**src/rtl/uart_cfg_pkg.sv**
```systemverilog
// Shared definitions for the UART baud-rate configuration controller:
// baud mode codes, controller state encoding and small elaboration helpers.
package uart_cfg_pkg;

    localparam int unsigned MODE_W = 3;

    localparam logic [MODE_W-1:0] MODE_4800      = 3'b000;
    localparam logic [MODE_W-1:0] MODE_9600      = 3'b001;
    localparam logic [MODE_W-1:0] MODE_19200     = 3'b010;
    localparam logic [MODE_W-1:0] MODE_38400     = 3'b011;
    localparam logic [MODE_W-1:0] MODE_57600     = 3'b100;
    localparam logic [MODE_W-1:0] MODE_115200    = 3'b101;
    localparam logic [MODE_W-1:0] MODE_MAX_VALID = 3'b101;

    typedef enum logic [1:0] {
        HOLD   = 2'd0,
        SETTLE = 2'd1,
        IDLE   = 2'd2,
        DRAIN  = 2'd3
    } cfg_state_e;

    // Largest of three values, used to size the shared counter.
    function automatic int unsigned max3(input int unsigned a,
                                         input int unsigned b,
                                         input int unsigned c);
        int unsigned m;
        m = (a > b) ? a : b;
        return (m > c) ? m : c;
    endfunction

endpackage

```
**src/rtl/uart_clk_edge_detect.sv**
```systemverilog
// Two-flop synchroniser for an asynchronous clock-like input plus a
// registered one-cycle pulse on each synchronised rising edge.
module uart_clk_edge_detect (
    input  logic i_clk,
    input  logic i_rst_n,
    input  logic i_async,
    output logic o_rise
);

    logic r_meta;
    logic r_sync;
    logic r_sync_d;

    always_ff @(posedge i_clk or negedge i_rst_n) begin
        if (!i_rst_n) begin
            r_meta   <= 1'b0;
            r_sync   <= 1'b0;
            r_sync_d <= 1'b0;
            o_rise   <= 1'b0;
        end else begin
            r_meta   <= i_async;
            r_sync   <= r_meta;
            r_sync_d <= r_sync;
            o_rise   <= r_sync & ~r_sync_d;
        end
    end

endmodule

```
**src/rtl/uart_baud_config_ctrl.sv**
```systemverilog
// Run-time baud-rate change sequencer: drains the UART link, applies the new
// mode, pulses the generator reset and waits for the TX clock to settle.
module uart_baud_config_ctrl
    import uart_cfg_pkg::*;
#(
    parameter logic [2:0]  DEFAULT_MODE      = 3'b101,
    parameter int unsigned RESET_HOLD_CYCLES = 4,
    parameter int unsigned SETTLE_TICKS      = 2,
    parameter int unsigned DRAIN_TIMEOUT     = 0
) (
    input  logic        Clk_In,
    input  logic        Reset_N_In,
    input  logic        Cfg_Req_In,
    input  logic [2:0]  Cfg_Mode_In,
    output logic        Cfg_Ack_Out,
    output logic        Cfg_Done_Out,
    output logic        Cfg_Err_Out,
    input  logic        TX_Busy_In,
    input  logic        RX_Busy_In,
    input  logic        TX_UART_Clk_In,
    output logic [2:0]  Baud_Mode_Out,
    output logic        Baud_Reset_Out,
    output logic        Link_Hold_Out,
    output logic        Rate_Ready_Out
);

    localparam int unsigned CNT_MAX = max3(RESET_HOLD_CYCLES, DRAIN_TIMEOUT, SETTLE_TICKS);
    localparam int unsigned CNT_W   = $clog2(CNT_MAX + 1);

    localparam logic [CNT_W-1:0] CNT_SAT     = CNT_W'(CNT_MAX);
    localparam logic [CNT_W-1:0] HOLD_LAST   = CNT_W'(RESET_HOLD_CYCLES - 1);
    localparam logic [CNT_W-1:0] SETTLE_LAST = CNT_W'(SETTLE_TICKS - 1);
    localparam logic [CNT_W-1:0] DRAIN_LAST  =
        CNT_W'((DRAIN_TIMEOUT == 0) ? 0 : DRAIN_TIMEOUT - 1);

    cfg_state_e       r_state;
    cfg_state_e       w_state_nxt;
    logic [CNT_W-1:0] r_cnt;
    logic [CNT_W-1:0] w_cnt_nxt;
    logic [CNT_W-1:0] w_cnt_inc;
    logic [2:0]       r_pending;
    logic [2:0]       w_pending_nxt;
    logic [2:0]       w_mode_nxt;
    logic             w_ack_nxt;
    logic             w_done_nxt;
    logic             w_err_nxt;
    logic             w_tx_rise;

    uart_clk_edge_detect u_tx_edge (
        .i_clk   (Clk_In),
        .i_rst_n (Reset_N_In),
        .i_async (TX_UART_Clk_In),
        .o_rise  (w_tx_rise)
    );

    // Shared counter never wraps: it parks at its maximum value.
    assign w_cnt_inc = (r_cnt == CNT_SAT) ? r_cnt : r_cnt + CNT_W'(1);

    always_comb begin
        w_state_nxt   = r_state;
        w_cnt_nxt     = r_cnt;
        w_pending_nxt = r_pending;
        w_mode_nxt    = Baud_Mode_Out;
        w_ack_nxt     = 1'b0;
        w_done_nxt    = 1'b0;
        w_err_nxt     = 1'b0;

        case (r_state)
            HOLD: begin
                if (r_cnt >= HOLD_LAST) begin
                    w_state_nxt = SETTLE;
                    w_cnt_nxt   = '0;
                end else begin
                    w_cnt_nxt = w_cnt_inc;
                end
            end
            SETTLE: begin
                if (w_tx_rise) begin
                    if (r_cnt >= SETTLE_LAST) begin
                        w_state_nxt = IDLE;
                        w_cnt_nxt   = '0;
                        w_done_nxt  = 1'b1;
                    end else begin
                        w_cnt_nxt = w_cnt_inc;
                    end
                end
            end
            IDLE: begin
                if (Cfg_Req_In) begin
                    if (Cfg_Mode_In > MODE_MAX_VALID) begin
                        w_err_nxt = 1'b1;
                    end else if (Cfg_Mode_In == Baud_Mode_Out) begin
                        w_ack_nxt  = 1'b1;
                        w_done_nxt = 1'b1;
                    end else begin
                        w_pending_nxt = Cfg_Mode_In;
                        w_ack_nxt     = 1'b1;
                        w_state_nxt   = DRAIN;
                        w_cnt_nxt     = '0;
                    end
                end
            end
            DRAIN: begin
                // A quiet link takes priority over an expiring timeout.
                if (!TX_Busy_In && !RX_Busy_In) begin
                    w_mode_nxt  = r_pending;
                    w_state_nxt = HOLD;
                    w_cnt_nxt   = '0;
                end else if ((DRAIN_TIMEOUT != 0) && (r_cnt >= DRAIN_LAST)) begin
                    w_err_nxt   = 1'b1;
                    w_state_nxt = IDLE;
                    w_cnt_nxt   = '0;
                end else begin
                    w_cnt_nxt = w_cnt_inc;
                end
            end
            default: begin
                w_state_nxt = HOLD;
                w_cnt_nxt   = '0;
            end
        endcase
    end

    always_ff @(posedge Clk_In or negedge Reset_N_In) begin
        if (!Reset_N_In) begin
            r_state        <= HOLD;
            r_cnt          <= '0;
            r_pending      <= DEFAULT_MODE;
            Baud_Mode_Out  <= DEFAULT_MODE;
            Baud_Reset_Out <= 1'b1;
            Link_Hold_Out  <= 1'b1;
            Rate_Ready_Out <= 1'b0;
            Cfg_Ack_Out    <= 1'b0;
            Cfg_Done_Out   <= 1'b0;
            Cfg_Err_Out    <= 1'b0;
        end else begin
            r_state        <= w_state_nxt;
            r_cnt          <= w_cnt_nxt;
            r_pending      <= w_pending_nxt;
            Baud_Mode_Out  <= w_mode_nxt;
            Baud_Reset_Out <= (w_state_nxt == HOLD);
            Link_Hold_Out  <= (w_state_nxt != IDLE);
            Rate_Ready_Out <= (w_state_nxt == IDLE);
            Cfg_Ack_Out    <= w_ack_nxt;
            Cfg_Done_Out   <= w_done_nxt;
            Cfg_Err_Out    <= w_err_nxt;
        end
    end

endmodule

```
**config.mk**
```make
export PLATFORM = sky130hd
export DESIGN_NAME = uart_baud_config_ctrl
export DESIGN_NICKNAME = d
export VERILOG_FILES = /design/src/rtl/uart_cfg_pkg.sv /design/src/rtl/uart_clk_edge_detect.sv /design/src/rtl/uart_baud_config_ctrl.sv
export SDC_FILE = /design/constraint.sdc
export NUM_CORES = 1
export LEC_CHECK = 0
export BUFFER_PORTS_ARGS = -buffer_cell sky130_fd_sc_hd__buf_2
export CAP_MARGIN = 20
export CORE_MARGIN = 2
export CORE_UTILIZATION = 50
export CTS_BUF_LIST = sky130_fd_sc_hd__clkbuf_16
export DETAILED_ROUTE_END_ITERATION = 6
export PLACE_DENSITY_LB_ADDON = 0.05
export SKIP_CTS_REPAIR_TIMING = 1
export SYNTH_ARGS = -nofsm -noshare
export SYNTH_HDL_FRONTEND = slang
export SYNTH_HIERARCHICAL = 1
export SYNTH_SLANG_ARGS = --single-unit
```
**constraint.sdc**
```tcl
create_clock -name Clk_In -period 1.95 [get_ports Clk_In]
set_input_delay 0.2925 -clock Clk_In [delete_from_list [all_inputs] [get_ports Clk_In]]
set_output_delay 0.2925 -clock Clk_In [all_outputs]
set_load 0.05 [all_outputs]
```
==> results.cfg, run 1 <==
[sta]
fin_crit_ns = 1.843
tightest_slew_ns = 0.4802
final-setup-viol-count = 0
hold_viol_final = 15
rsz0062_at_grt = no
timing.final.crit_share_pct = 94.54
drv_slew = 0
setup-tns-final_ns = 0
clock_skew_ns = 0.002238
fin_ws_ns = 0.1065
clock.fmax_mhz = 542.4
hold_ws_ns = -0.01911
max-slew-margin-rel_pct = 67.91

[drt]
vias = 691
drc = 0
wl_per_cell_um = 14.53
firstDrtPassIters = 4
postRouteAntennaNets = 0
wl_um = 1903
drt-vias-per-instance = 5.275
dr.first_iter.drc_count = 4

[setup_path]
slowest_stage = dfrtp_1
crit_type = reg -> reg
arrival_ns = 1.98
crit_path_max_fanout = 4
cp_cell_sequence = inv_1, ha_1, nand2_1, a21oi_2, nor2b_4, mux2_2
reg2regPathDepth = 6
end_kind = flop
cpPeakStageDelay_ns = 0.42
worst-endpoint-required_ns = 2.09
critPathLaunchType = flop

[synth]
yosys.area_share.adder_pct = 9.792
ys.flop_type = dfrtp_1
synth_compound_area_share_pct = 13.46
syn_area_mm2 = 0.001022
synth-edff-count = 0
synth_top_family_by_area = simple AND/OR/NAND/NOR gates
synth_mux_area_share_pct = 6.610
ys_seq_area_share_pct = 52.14
synthCells = 83
synth_area_per_cell_um2 = 12.32
synth.ff_latch_count = 21
postSynth.asyncResetShare_pct = 100.0
synth_nets = 100
yosys.area_share.xor_xnor_pct = 2.570
synth_cell_type_count = 32
synthSimpleGateAreaFrac_pct = 13.59
synth_warnings = 6

[finish]
drive_gt1_share_pct = 39.42
antenna_cells = 0
num-fill-cells = 170
areaGrowthSynthToFinish_pct = 19.83
layout.nets = 122

[place]
place_congestion = 0.6667
dp_hpwl_um = 1369
numPortBuffers = 17
pre_cts_slack_ns = 0.1176

[worst_hold_path]
hold_path.class = in -> async

[global_route]
track_usage_pct = 18.77
grt_pass1_wl_um = 3346
grt_max_degree = 22
antenna_found_initial = 0
grt_pass1_vias = 704
overflow = 0

[pwr]
leakagePower_uw = 0.0005687
ir_drop_mv = 0.8521
power.density_mw_per_mm2 = 1590

[clock_tree]
clk-insertion-delay-late_ns = 0.25
clock_path_buffers = 2
htree_levels = 1
cts_tree = done
cts.sinks = 21
cts_root_buf = clkbuf_16
clkTransAtPathRegs_ns = 0.05
cts_buffers = 3

[floorplan]
die_area_mm2 = 0.002422
die_w_um = 49.22
start_util_pct = 52.64
rows = 16
chipHeight_um = 49.22
core_area_mm2 = 0.001942
num_io_pins = 18

[status]
status = finished, violations left
failed_checks = hold timing

[job]
max-cap-violations = 0
## cell type report
class                   count  area [um2]  area share [%]
inverters                   5       18.77           1.532
repair buffers             17       85.08           6.946
clock buffers               3       75.07           6.129
clock inverters             1       3.754          0.3064
multi-input cells          57       475.5           38.82
well taps                  27       33.78           2.758
flip-flops and latches     21       533.0           43.51
## Yosys cell counts, types with 2 or more instances
library cell	n	area [um2]
mux2_2	6	67.56
nand3_1	3	15.01
dfstp_2	6	157.7
xor2_1	3	26.28
nand2b_1	2	12.51
inv_1	5	18.77
o21ai_0	4	20.02
nand2_1	4	15.01
dfrtp_1	15	375.4
a21oi_2	3	26.28
nor2b_1	2	12.51
ha_1	8	100.1
nor2_1	3	11.26
## layer usage
metal | part of all wire, % | vias to the layer above | track usage [%]
met5 | 0 | - | 0
met4 | 2.7 | 0 | 11.43
met3 | 3.5 | 5 | 3.374
met2 | 50 | 13 | 29.95
met1 | 44 | 334 | 23.51
li1 | - | 339 | -
## worst max-delay path, delay by kind of cell, from the launching register on
family          cells  cell delay, ns
compound gates      1            0.20
fa+ha+maj           1            0.28
buf+inv             1            0.14
flops               1            0.42
mux                 1            0.34
simple gates        2            0.35
## registers in the layout, indices dropped and copies added (netlist names)
signal,flops
Rate_Ready_Out,1
u_tx_edge/o_rise,1
u_tx_edge/r_sync,1
Cfg_Done_Out,1
Baud_Reset_Out,1
r_cnt,3
u_tx_edge/r_sync_d,1
Cfg_Ack_Out,1
r_pending,3
Baud_Mode_Out,3
Cfg_Err_Out,1
u_tx_edge/r_meta,1
r_state,2
Link_Hold_Out,1
## layout by cell type, fill, tap and decap left out, types with 2 or more instances in the layout
master,netlist,final
buf_2,0,17
ha_1,8,8
nand2b_1,2,2
nor2_1,3,3
a21oi_2,3,3
dfrtp_1,15,15
xor2_1,3,3
o21ai_0,4,4
dfstp_2,6,6
nand2_1,4,4
clkbuf_16,0,3
nand3_1,3,3
nor2b_1,2,2
nor2b_4,1,2
inv_1,5,6
mux2_2,6,6
## final timing paths
path | from | endpoint | slack [ns]
worst max-delay path | r_state[0] | r_pending[1] | 0.11
worst min-delay path | Reset_N_In | Rate_Ready_Out | -0.02
worst max register to register | r_state[0] | r_pending[1] | 0.11
worst min register to register | u_tx_edge/r_meta | u_tx_edge/r_sync | 0.35
max in group asynchronous | Reset_N_In | r_pending[2] | 1.63
min in group Clk_In | TX_UART_Clk_In | u_tx_edge/r_meta | 0.15
## stage by stage
| step | power [uW] | utilization [%] | cells | hold WS, ns | area (um2) |
|---|---|---|---|---|---|
| 2_1_floorplan | 1344 | - | 83 | -0.003091 | 1022 |
| 3_3_place_gp | 1503 | 58.76 | 127 | 0.2634 | 1141 |
| 3_5_place_dp | 1530 | 58.76 | 127 | 0.2693 | 1141 |
| 4_1_cts | 1967 | 62.82 | 131 | 0.003636 | 1220 |
| 5_1_grt | 2098 | 63.08 | 131 | 0.03255 | 1225 |
| 6_report | 1948 | 63.08 | 131 | -0.01911 | 1225 |
## power breakdown
| part | leakage, uW | internal [uW] | total, uW | switching [uW] |
|---|---|---|---|---|
| combinational | 0.000269 | 304 | 845 | 541 |
| sequential | 0.000258 | 593 | 684 | 90.5 |
| clock | 0.0000423 | 273 | 419 | 146 |
| total | 0.000569 | 1170 | 1950 | 778 |
## cells by family after synthesis
kind of cell	after synthesis
AOI/OAI and AO/OA	18
xor gates and xnor gates	3
buffers and inverters	5
and+or+nand+nor	22
DFF	21
muxes	6
adders and majority gates	8
Note: power is estimated with default switching activity, not from simulation.
==> run 2, diff against run 1 <==
--- a/config.mk
+++ b/config.mk
@@ -11,6 +11,7 @@
 export CORE_UTILIZATION = 50
 export CTS_BUF_LIST = sky130_fd_sc_hd__clkbuf_16
 export DETAILED_ROUTE_END_ITERATION = 6
+export GPL_TIMING_DRIVEN = 0
 export PLACE_DENSITY_LB_ADDON = 0.05
 export SKIP_CTS_REPAIR_TIMING = 1
 export SYNTH_ARGS = -nofsm -noshare
==> run 2 against run 1 <==
Against the previous run: the flow still finishes with violations (hold timing); critical endpoint unchanged; fmax is 0.97% higher; count of clock-buffer cells in the layout unchanged; power fell by 1.5%; global-route usage down 3.7 points; sequential share of layout area up 0.18 points; routed wire length shrank 17%; die area stayed put; final area is 0.41% lower; via count down 4.1%; highest routed layer unchanged; worst hold slack hardly changed; critical path depth stayed put.
==> results.cfg, run 2 (synthesis results as in run 1) <==
[status]
status = finished, violations left
failed_checks = hold timing

[sta]
clock_skew_ns = 0.001130
hold_ws_ns = -0.01896
fin_ws_ns = 0.1242
rsz0062_at_grt = no
drv_slew = 0
max-slew-margin-rel_pct = 68.43
final-setup-viol-count = 0
setup-tns-final_ns = 0
tightest_slew_ns = 0.4725
clock.fmax_mhz = 547.7
fin_crit_ns = 1.826
hold_viol_final = 15
timing.final.crit_share_pct = 93.63

[setup_path]
end_kind = flop
crit_path_max_fanout = 4
crit_type = reg -> reg
cp_cell_sequence = inv_1, ha_1, nand2_1, a21oi_2, nor2b_2, mux2_2
cp_top_family = flip-flops
arrival_ns = 1.96
slowest_stage = dfrtp_1
critPathLaunchType = flop
worst-path-buf-inv = 1
worst-endpoint-required_ns = 2.08
cpPeakStageDelay_ns = 0.40

[pwr]
ir_drop_mv = 0.8870
p_total_uw = 1919
power.density_mw_per_mm2 = 1573
leakagePower_uw = 0.0005684

[global_route]
busiest_layer = met2
use_met3_pct = 3.681
track_usage_pct = 15.06
overflow = 0
gr-usage-met2_pct = 22.52
grt_util_met1_pct = 19.84
antenna_found_initial = 0
grt_pass1_vias = 598
grt_pass1_wl_um = 2677
grt_max_degree = 22

[finish]
top_regs = Baud_Mode_Out x3, r_cnt x3, r_pending x3
final_cells = 131
antenna_cells = 0
areaGrowthSynthToFinish_pct = 19.34
layout.nets = 122
utilization_pct = 62.82
final_common_cell = buf_2
drive_gt1_share_pct = 39.42
final_cell_mix = 17 x buf_2, 15 x dfrtp_1, 8 x ha_1

[drt]
wl_um = 1570
dr.first_iter.drc_count = 3
postRouteAntennaNets = 0
drt-vias-per-instance = 5.061
vias = 663
wl_per_cell_um = 11.98
drc = 0
firstDrtPassIters = 4

[clock_tree]
cts_root_buf = clkbuf_16
htree_levels = 1
clk-insertion-delay-late_ns = 0.25
cts_tree = done
clkTransAtPathRegs_ns = 0.05
cts.sinks = 21
cts_buffers = 3
clock_path_buffers = 2

[worst_hold_path]
hold_path.class = in -> async

[floorplan]
num_io_pins = 18
rows = 16
die_w_um = 49.22
start_util_pct = 52.64
chipHeight_um = 49.22
core_area_mm2 = 0.001942
die_area_mm2 = 0.002422

[place]
dp_hpwl_um = 1213
dp_cells = 127
numPortBuffers = 17
pre_cts_slack_ns = 0.1241
place_congestion = 0.6994

[job]
max-cap-violations = 0
## run 2: cell counts in the layout (fill, tap and decap cells not counted)
No cell type changed its count.
## run 2: path summary, 6_finish.rpt
check                                  from                to  slack, ns  depth (start not counted)
max                              r_state[0]      r_pending[1]       0.12                          6
min                              Reset_N_In    Rate_Ready_Out      -0.02                          1
max reg2reg                      r_state[0]      r_pending[1]       0.12                          6
min reg2reg                u_tx_edge/r_meta  u_tx_edge/r_sync       0.35                          0
max in group asynchronous        Reset_N_In  Baud_Mode_Out[2]       1.63                          1
min in group Clk_In          TX_UART_Clk_In  u_tx_edge/r_meta       0.15                          1
## run 2: area by class of cell
cell class | count | area, um2
clock buffer | 3 | 75.07
clock inverter | 1 | 3.754
fill | 159 | 721.9
inverter | 5 | 18.77
multi-input combinational | 57 | 470.5
sequential | 21 | 533.0
tap | 27 | 33.78
timing repair buffer | 17 | 85.08
## run 2: worst register-to-register path, cell delays in order, from the launching register on
cell,delay (ns)
dfrtp_1,0.40
inv_1,0.13
ha_1,0.25
nand2_1,0.10
a21oi_2,0.19
nor2b_2,0.27
mux2_2,0.36
## run 2: layer usage
| layer | vias up | wire length (um) |
|---|---|---|
| met3 | 5 | 61 |
| li1 | 340 | - |
| met2 | 11 | 724 |
| met1 | 307 | 742 |
| met4 | 0 | 41 |
| met5 | - | 0 |
## run 2: through the flow
stage                     hold slack (ns)  area (um2)
final                            -0.01896        1220
after global routing              0.02970        1220
after CTS                       0.0003061        1220
after detailed placement           0.2679        1141
after global placement             0.2570        1141
after floorplan                 -0.003091        1022
## run 2: report_power, final
part / internal (uW) / leakage (uW) / total, uW / switching [uW]
registers: 593 / 0.000258 / 676 / 83.2
clock network: 273 / 0.0000423 / 413 / 141
logic: 305 / 0.000268 / 830 / 525
